File: config.mk
export PLATFORM = sky130hd
export DESIGN_NAME = pkt_fork
export DESIGN_NICKNAME = d
export VERILOG_FILES = /design/src/rtl/pkt_fork_pkg.sv /design/src/rtl/pkt_fork_buf.sv /design/src/rtl/pkt_fork.sv
export SDC_FILE = /design/constraint.sdc
export NUM_CORES = 1
export LEC_CHECK = 0
export CAP_MARGIN = 20
export CORE_MARGIN = 10
export CORE_UTILIZATION = 30
export CTS_CLUSTER_SIZE = 14
export DETAILED_ROUTE_END_ITERATION = 7
export PLACE_DENSITY = 0.57
export SYNTH_ARGS = -nofsm -noshare
export SYNTH_HDL_FRONTEND = slang
export SYNTH_HIERARCHICAL = 1
export SYNTH_SLANG_ARGS = --single-unit
File: constraint.sdc
create_clock -name clk -period 11.69 [get_ports clk]
set_input_delay 2.338 -clock clk [delete_from_list [all_inputs] [get_ports clk]]
set_output_delay 2.338 -clock clk [all_outputs]
set_load 0.01 [all_outputs]
File: src/rtl/pkt_fork_pkg.sv
// -----------------------------------------------------------------------------
// pkt_fork_pkg
//   Shared definitions for the packet fork (reader side of the merge output
//   FIFO): word field positions and the routing FSM encoding.
// -----------------------------------------------------------------------------
package pkt_fork_pkg;

    // Packet word layout: [152] eop, [151] dst, [150:128] meta, [127:0] payload
    localparam int EOP_BIT     = 152;
    localparam int DST_BIT     = 151;
    localparam int PAYLOAD_MSB = 127;

    // Routing FSM: IDLE means the head word is the first word of a packet
    typedef enum logic {
        IDLE   = 1'b0,
        IN_PKT = 1'b1
    } fork_state_e;

endpackage : pkt_fork_pkg

File: src/rtl/pkt_fork_buf.sv
// -----------------------------------------------------------------------------
// pkt_fork_buf
//   Two-entry circular holding buffer between the upstream FIFO read port and
//   the egress steering logic.
//
//   Ports:
//     clk        clock
//     rst        synchronous reset, active-low (clears pointers and occupancy)
//     push       write push_data at the tail this cycle
//     push_data  word to write
//     pop        remove the head word this cycle
//     head       current head word (meaningful only while cnt != 0)
//     cnt        occupancy, 0..2
//
//   The caller guarantees no push while full and no pop while empty.
// -----------------------------------------------------------------------------
module pkt_fork_buf
    import pkt_fork_pkg::*;
#(
    parameter int DW = 153
) (
    input  logic          clk,
    input  logic          rst,
    input  logic          push,
    input  logic [DW-1:0] push_data,
    input  logic          pop,
    output logic [DW-1:0] head,
    output logic [1:0]    cnt
);

    logic [DW-1:0] mem_p0 [2];
    logic          wr_ptr;
    logic          rd_ptr;

    // Control: pointers and occupancy
    always_ff @(posedge clk) begin
        if (!rst) begin
            wr_ptr <= 1'b0;
            rd_ptr <= 1'b0;
            cnt    <= 2'd0;
        end else begin
            if (push) wr_ptr <= ~wr_ptr;
            if (pop)  rd_ptr <= ~rd_ptr;
            // Simultaneous push and pop leaves the occupancy unchanged
            case ({push, pop})
                2'b10:   cnt <= cnt + 2'd1;
                2'b01:   cnt <= cnt - 2'd1;
                default: cnt <= cnt;
            endcase
        end
    end

    // Data storage carries no reset; stale entries are never presented
    // because the consumer qualifies head with cnt.
    always_ff @(posedge clk) begin
        if (push) mem_p0[wr_ptr] <= push_data;
    end

    assign head = mem_p0[rd_ptr];

endmodule : pkt_fork_buf

File: src/rtl/pkt_fork.sv
// -----------------------------------------------------------------------------
// pkt_fork
//   Drains packet words from a single-clock FIFO with a 1-cycle registered
//   read and steers each whole packet to one of two valid/ready egress ports,
//   selected by the dst bit of the packet's first word. Packets leave in
//   arrival order (a packet blocked on one port holds back everything behind
//   it). Per-port packet counters count accepted eop words.
//
//   Ports:
//     clk, rst              clock; synchronous reset, active-low
//     in_data               upstream FIFO read data, valid one cycle after in_re
//     in_empty              upstream FIFO empty
//     in_re                 upstream read enable (never while in_empty)
//     out0_data/valid/ready port-0 egress handshake
//     out1_data/valid/ready port-1 egress handshake
//     pkt_cnt0, pkt_cnt1    packets completed per port (wrap modulo 2^CW)
//     busy                  mid-packet, or any word buffered or in flight
// -----------------------------------------------------------------------------
module pkt_fork
    import pkt_fork_pkg::*;
#(
    parameter int DW = 153,
    parameter int CW = 16
) (
    input  logic          clk,
    input  logic          rst,
    input  logic [DW-1:0] in_data,
    input  logic          in_empty,
    output logic          in_re,
    output logic [DW-1:0] out0_data,
    output logic          out0_valid,
    input  logic          out0_ready,
    output logic [DW-1:0] out1_data,
    output logic          out1_valid,
    input  logic          out1_ready,
    output logic [CW-1:0] pkt_cnt0,
    output logic [CW-1:0] pkt_cnt1,
    output logic          busy
);

    fork_state_e   state;
    fork_state_e   state_nxt;
    logic          rd_pend;
    logic          cur_dst;
    logic          port_sel;
    logic [DW-1:0] head;
    logic [1:0]    buf_cnt;
    logic          xfer0;
    logic          xfer1;
    logic          drain;
    logic          head_eop;
    logic [2:0]    occ_after;

    pkt_fork_buf #(
        .DW (DW)
    ) u_buf (
        .clk       (clk),
        .rst       (rst),
        .push      (rd_pend),
        .push_data (in_data),
        .pop       (drain),
        .head      (head),
        .cnt       (buf_cnt)
    );

    assign head_eop = head[EOP_BIT];
    assign xfer0    = out0_valid && out0_ready;
    assign xfer1    = out1_valid && out1_ready;
    assign drain    = xfer0 || xfer1;

    // Words already held plus the one landing next edge, minus the one
    // leaving this cycle. Issuing only while this is below 2 means the
    // buffer can never overflow, yet allows one read per cycle when the
    // consumer drains every cycle. drain implies buf_cnt >= 1, so no
    // underflow.
    assign occ_after = {1'b0, buf_cnt} + {2'b00, rd_pend} - {2'b00, drain};
    assign in_re     = rst && !in_empty && (occ_after < 3'd2);

    // Read-latency stage: in_re registered marks in_data as valid
    always_ff @(posedge clk) begin
        if (!rst) rd_pend <= 1'b0;
        else      rd_pend <= in_re;
    end

    // FSM state register
    always_ff @(posedge clk) begin
        if (!rst) state <= IDLE;
        else      state <= state_nxt;
    end

    // FSM next state
    always_comb begin
        state_nxt = state;
        case (state)
            IDLE:    if (drain && !head_eop) state_nxt = IN_PKT;
            IN_PKT:  if (drain &&  head_eop) state_nxt = IDLE;
            default: state_nxt = IDLE;
        endcase
    end

    // Destination of the packet in progress, captured as its first word leaves
    always_ff @(posedge clk) begin
        if (!rst) begin
            cur_dst <= 1'b0;
        end else if (state == IDLE && drain) begin
            cur_dst <= head[DST_BIT];
        end
    end

    // FSM outputs: built only from registered state, so ready never feeds
    // back into valid or data.
    always_comb begin
        port_sel   = (state == IDLE) ? head[DST_BIT] : cur_dst;
        out0_valid = (buf_cnt != 2'd0) && !port_sel;
        out1_valid = (buf_cnt != 2'd0) &&  port_sel;
    end

    assign out0_data = head;
    assign out1_data = head;

    // Per-port completed-packet counters
    always_ff @(posedge clk) begin
        if (!rst) begin
            pkt_cnt0 <= '0;
            pkt_cnt1 <= '0;
        end else begin
            if (xfer0 && head_eop) pkt_cnt0 <= pkt_cnt0 + 1'b1;
            if (xfer1 && head_eop) pkt_cnt1 <= pkt_cnt1 + 1'b1;
        end
    end

    assign busy = (state == IN_PKT) || (buf_cnt != 2'd0) || rd_pend;

endmodule : pkt_fork

Word level (Yosys, flattened, before mapping)
Memories as Yosys holds them, arrays and structs flattened. A register that Yosys moved wholly into a read port is not among the register bits.
Index checks and enable logic that the tools add are counted.

cells by class
  $add $sub $neg = 6
  magnitude comparators = 1
  equal/unequal tests = 2
  multiplexer cells = 9
  bitwise gates (word level) = 3
  reductions and logical operators = 19

operator list
  cell                     count
  $add A16 B1 Y16 const B  2
  $logic_and A1 B1 Y1      11
  $mux W1                  7
  $pmux W2 S2              1
  $reduce_bool A2 Y1       2
  $add A2 B1 Y3            1
  $logic_not A1 Y1         3
  $logic_or A1 B1 Y1       3
  $lt A3 B2 Y1 const B     1
  $not A1 Y1               3
  $sub A3 B1 Y3            1
  $add A2 B1 Y2 const B    1
  $eq A2 B1 Y1 const B     1
  $eq A2 B2 Y1 const B     1
  $pmux W1 S2              1
  $sub A2 B1 Y2 const B    1

word-level totals
  register bits after elaboration = 39
  memory bits (writable) = 306
  input port bits = 158
  output and inout port bits = 342
  logic and storage cells = 49
  memories kept = 1

memory list
  name          depth  bits a word  rd ports  clocked after memory_dff  write ports  line                RTL
  u_buf.mem_p0  2      153          1         1                         1            pkt_fork_buf.sv:31  logic [DW-1:0] mem_p0 [2];

Logic depth before layout (Yosys ltp)
  depth after elaboration = 8
  gate-level depth with buffers = 11

By module
The synthesis kept the hierarchy.

modules (own cells, without submodules)
  module        instances  cells each  area an instance (µm²)  seq. area each (µm²)
  pkt_fork_buf  1          496         11519.8                 9288.9
  pkt_fork      1          361         2940.3                  700.7

Worst setup path before layout
No wires, ideal clock.

  path kind = register -> register
  from = register rd_pend
  to = memory u_buf.mem_p0[0][0] (enable)
  library setup time = 0.670 ns
  arrival time = 6.829 ns
  slack = 4.191 ns
  cell stages (with the launch flop) = 3
  buffers on the path = 0
  clock period less this slack = 7.499 ns
  path through = dfxtp_1 -> inv_1 -> nor2_1

between the ends
  word-level cells in the longest chain between the ends = 2

ends and longest elaborated chain
  element                        line                RTL
  start, declared                pkt_fork.sv:43      logic rd_pend;
  start signal, assigned         pkt_fork.sv:82      else rd_pend <= in_re;
  $mux W1                        pkt_fork_buf.sv:56  if (push) mem_p0[wr_ptr] <= push_data;
  $mux W1 (not written as such)  pkt_fork_buf.sv:56
  end, declared                  pkt_fork_buf.sv:31

Every way passes these cells.

Worst setup path after layout
  from = input out1_ready
  to = output in_re

between the ends
  word-level cells in the longest chain between the ends = 5

ends and longest elaborated chain
  element              line            RTL
  start, declared      pkt_fork.sv:35  input logic out1_ready,
  $logic_and A1 B1 Y1  pkt_fork.sv:68  assign xfer1 = out1_valid && out1_ready;
  $logic_or A1 B1 Y1   pkt_fork.sv:69  assign drain = xfer0 || xfer1;
  net drain            pkt_fork.sv:50  logic drain;
  $sub A3 B1 Y3        pkt_fork.sv:76  assign occ_after = {1'b0, buf_cnt} + {2'b00, rd_pend} - {2'b00, drain};
  $lt A3 B2 Y1         pkt_fork.sv:77  assign in_re = rst && !in_empty && (occ_after < 3'd2);
  $logic_and A1 B1 Y1  pkt_fork.sv:77
  end, declared        pkt_fork.sv:29  output logic in_re,

The timed path passes the listed nets, and every way through them passes these cells.

==> impl_metrics.json <==
{
  "status": "completed",
  "hold_violations": 0,
  "final_common_cell": "clkdlybuf4s50_1",
  "synthToLayoutAreaGrowth_pct": 39.8,
  "hold_buffers": 0,
  "drive_above_1_share_pct": 18.3,
  "final_cell_mix": "clkdlybuf4s50_1 (499), edfxtp_1 (306), mux2_2 (83)",
  "io_buffer_count": 499,
  "dpl-instance-area_sq_um": 19000,
  "drtIter0Drc": 451,
  "p_leak_nw": 6.86,
  "cp_max_fo": 6,
  "max_freq_mhz": 133,
  "finalMaxSlewViolations": 0,
  "initial_core_util_pct": 30.3,
  "die_h_um": 240,
  "drcViolationCount": 0,
  "fp.coreArea_sq_um": 47700,
  "required_ns": 9.35,
  "end_kind": "primary output",
  "grt_max_degree": 68,
  "worstSetupPathType": "in2out",
  "slew_headroom_pct": 31.7,
  "place_ws_ns": 4.20,
  "synth_cell_type_count": 45,
  "wire_per_inst_um": 20.7,
  "track_usage_pct": 12.7,
  "viasPerCell": 4.41,
  "clockBufferDepth": 3,
  "period_share_pct": 64.1,
  "dr.pass1.iters": 4,
  "post-cts-setup-buffers": 0,
  "grt_overflow": 0,
  "finalSetupTns_ns": 0,
  "synth.largest_area_cell": "edfxtp_1",
  "syn_area_per_cell_sq_um": 16.9,
  "worst_setup_path_start_kind": "primary input",
  "fin_worst_skew_ns": 0.0239,
  "cap_violations": 0,
  "ioPinCount": 500,
  "grt_pass1_vias": 8563,
  "die_area_sq_um": 57400,
  "gp_congestion": 0.727,
  "syn_inst": 857,
  "finalWorstSetupSlack_ns": 4.19,
  "num_vias": 8273,
  "worstMarginPinSlew_ns": 1.02,
  "root_buffer": "clkbuf_16",
  "power_mw": 4.66,
  "ys_seq_area_share_pct": 69.1,
  "cts.clk_slew.worst_paths_ns": 0.06,
  "die_w_um": 240,
  "grt_pass1_wl_mm": 55.3,
  "drtAntennaViolNets": 0,
  "synth_top_area_share_pct": 63.5,
  "post_cts_resized": 0,
  "placed_cells": 1801,
  "final_util_pct": 42.4,
  "instances_no_fill": 1877,
  "wl_mm": 38.9,
  "htree_levels": 2,
  "numCtsBuffers": 41,
  "power.density_nw_per_um2": 230,
  "arrival_ns": 5.16,
  "cts_sinks": 346,
  "synth-seq-cells": 346,
  "fin_area_sq_um": 20200,
  "fin_crit_ns": 7.50,
  "cts_tree": "built",
  "synth_fp_nets": 1020,
  "row_count": 80,
  "dp_hpwl_mm": 28.1,
  "setup_viol": 0,
  "grt_setup_unrepaired": "false",
  "peakVddDrop_uv": 140,
  "clock_latency_ns": 0.55,
  "whs_ns": 0.482,
  "ys_top_cells_by_area": "edfxtp_1 (64%), buf_4 (7.9%), mux2_4 (7.4%)",
  "nNetsFinal": 1392,
  "antenna_found_initial": 3,
  "hp-class": "reg2reg",
  "yosys_warnings": 6,
  "synth_area_sq_um": 14500
}
-- per-layer routing --
| layer | track usage, % | vias to the layer above | wire (um) |
|---|---|---|---|
| met2 | 21.6 | 350 | 19200 |
| met4 | 3.82 | 2 | 695 |
| met1 | 14.1 | 4057 | 14600 |
| met5 | 0 | - | 13 |
| met3 | 5.44 | 46 | 4480 |
| li1 | - | 3818 | - |
-- cell usage after synthesis, drive strengths merged --
cell type	instances
nand4	9
o21ai	20
o21ba	1
nand3	13
o21a	2
or3	17
buf	172
xnor2	4
mux2i	5
o221a	1
mux2	154
o31ai	2
fa	1
xor2	6
a21oi	23
nand2b	3
ha	4
clkbuf	3
and4	8
o211ai	2
and3	4
a21boi	1
dlygate4sd1	1
or4	5
edfxtp	306
inv	6
nor2b	1
and2	5
dfxtp	40
nor3	4
o211a	1
nand2	20
nor2	13
-- power breakdown --
group	switching, mW	total, mW	internal [mW]
logic	0.791	1.81	1.02
registers	0.0776	1.66	1.58
clock network	0.478	1.19	0.710
total	1.35	4.66	3.31
-- flip-flops by register name, summed over array words and instances, names as in the netlist, named ones only --
name,flops
u_buf/cnt,2
rd_pend,1
pkt_cnt1,16
u_buf/rd_ptr,1
pkt_cnt0,16
u_buf/mem_p0,306
cur_dst,1
u_buf/wr_ptr,1
-- final timing paths --
path / start / to / slack (ns) / cells after the start
max: out1_ready / in_re / 4.19 / 9
min: pkt_cnt0[15] / pkt_cnt0[15] / 0.48 / 2
max reg2reg: flip-flop / pkt_cnt0[15] / 8.02 / 6
min reg2reg: pkt_cnt0[15] / pkt_cnt0[15] / 0.48 / 2
-- layout make-up --
type	count	area, sq um
fillers	4343	27500
flip-flops and latches	346	9990
repair buffers	505	5040
multi-input cells	329	3130
clock buffers	59	1160
well taps	615	769
clock inverters	14	105
inverters	6	22.5
diodes	3	7.51
-- worst max-delay path: stages --
cell and delay [ns]:
clkdlybuf4s50_1 0.62, nand2_4 0.08, a21oi_1 0.33, ha_1 0.30, nand2b_1 0.15, fa_1 0.38, xor2_1 0.16, nor3_1 0.21
clkdlybuf4s50_1 0.59
-- logic make-up after synthesis --
family,after synthesis,share of synthesized area (%)
simple gates,102,4.13
fa+ha+maj,5,0.485
xor+xnor,10,0.606
mux,159,14.3
compound gates,53,2.08
buf+inv,182,9.35
flops,346,69.1
No activity file was read; power rests on OpenSTA's default activity.
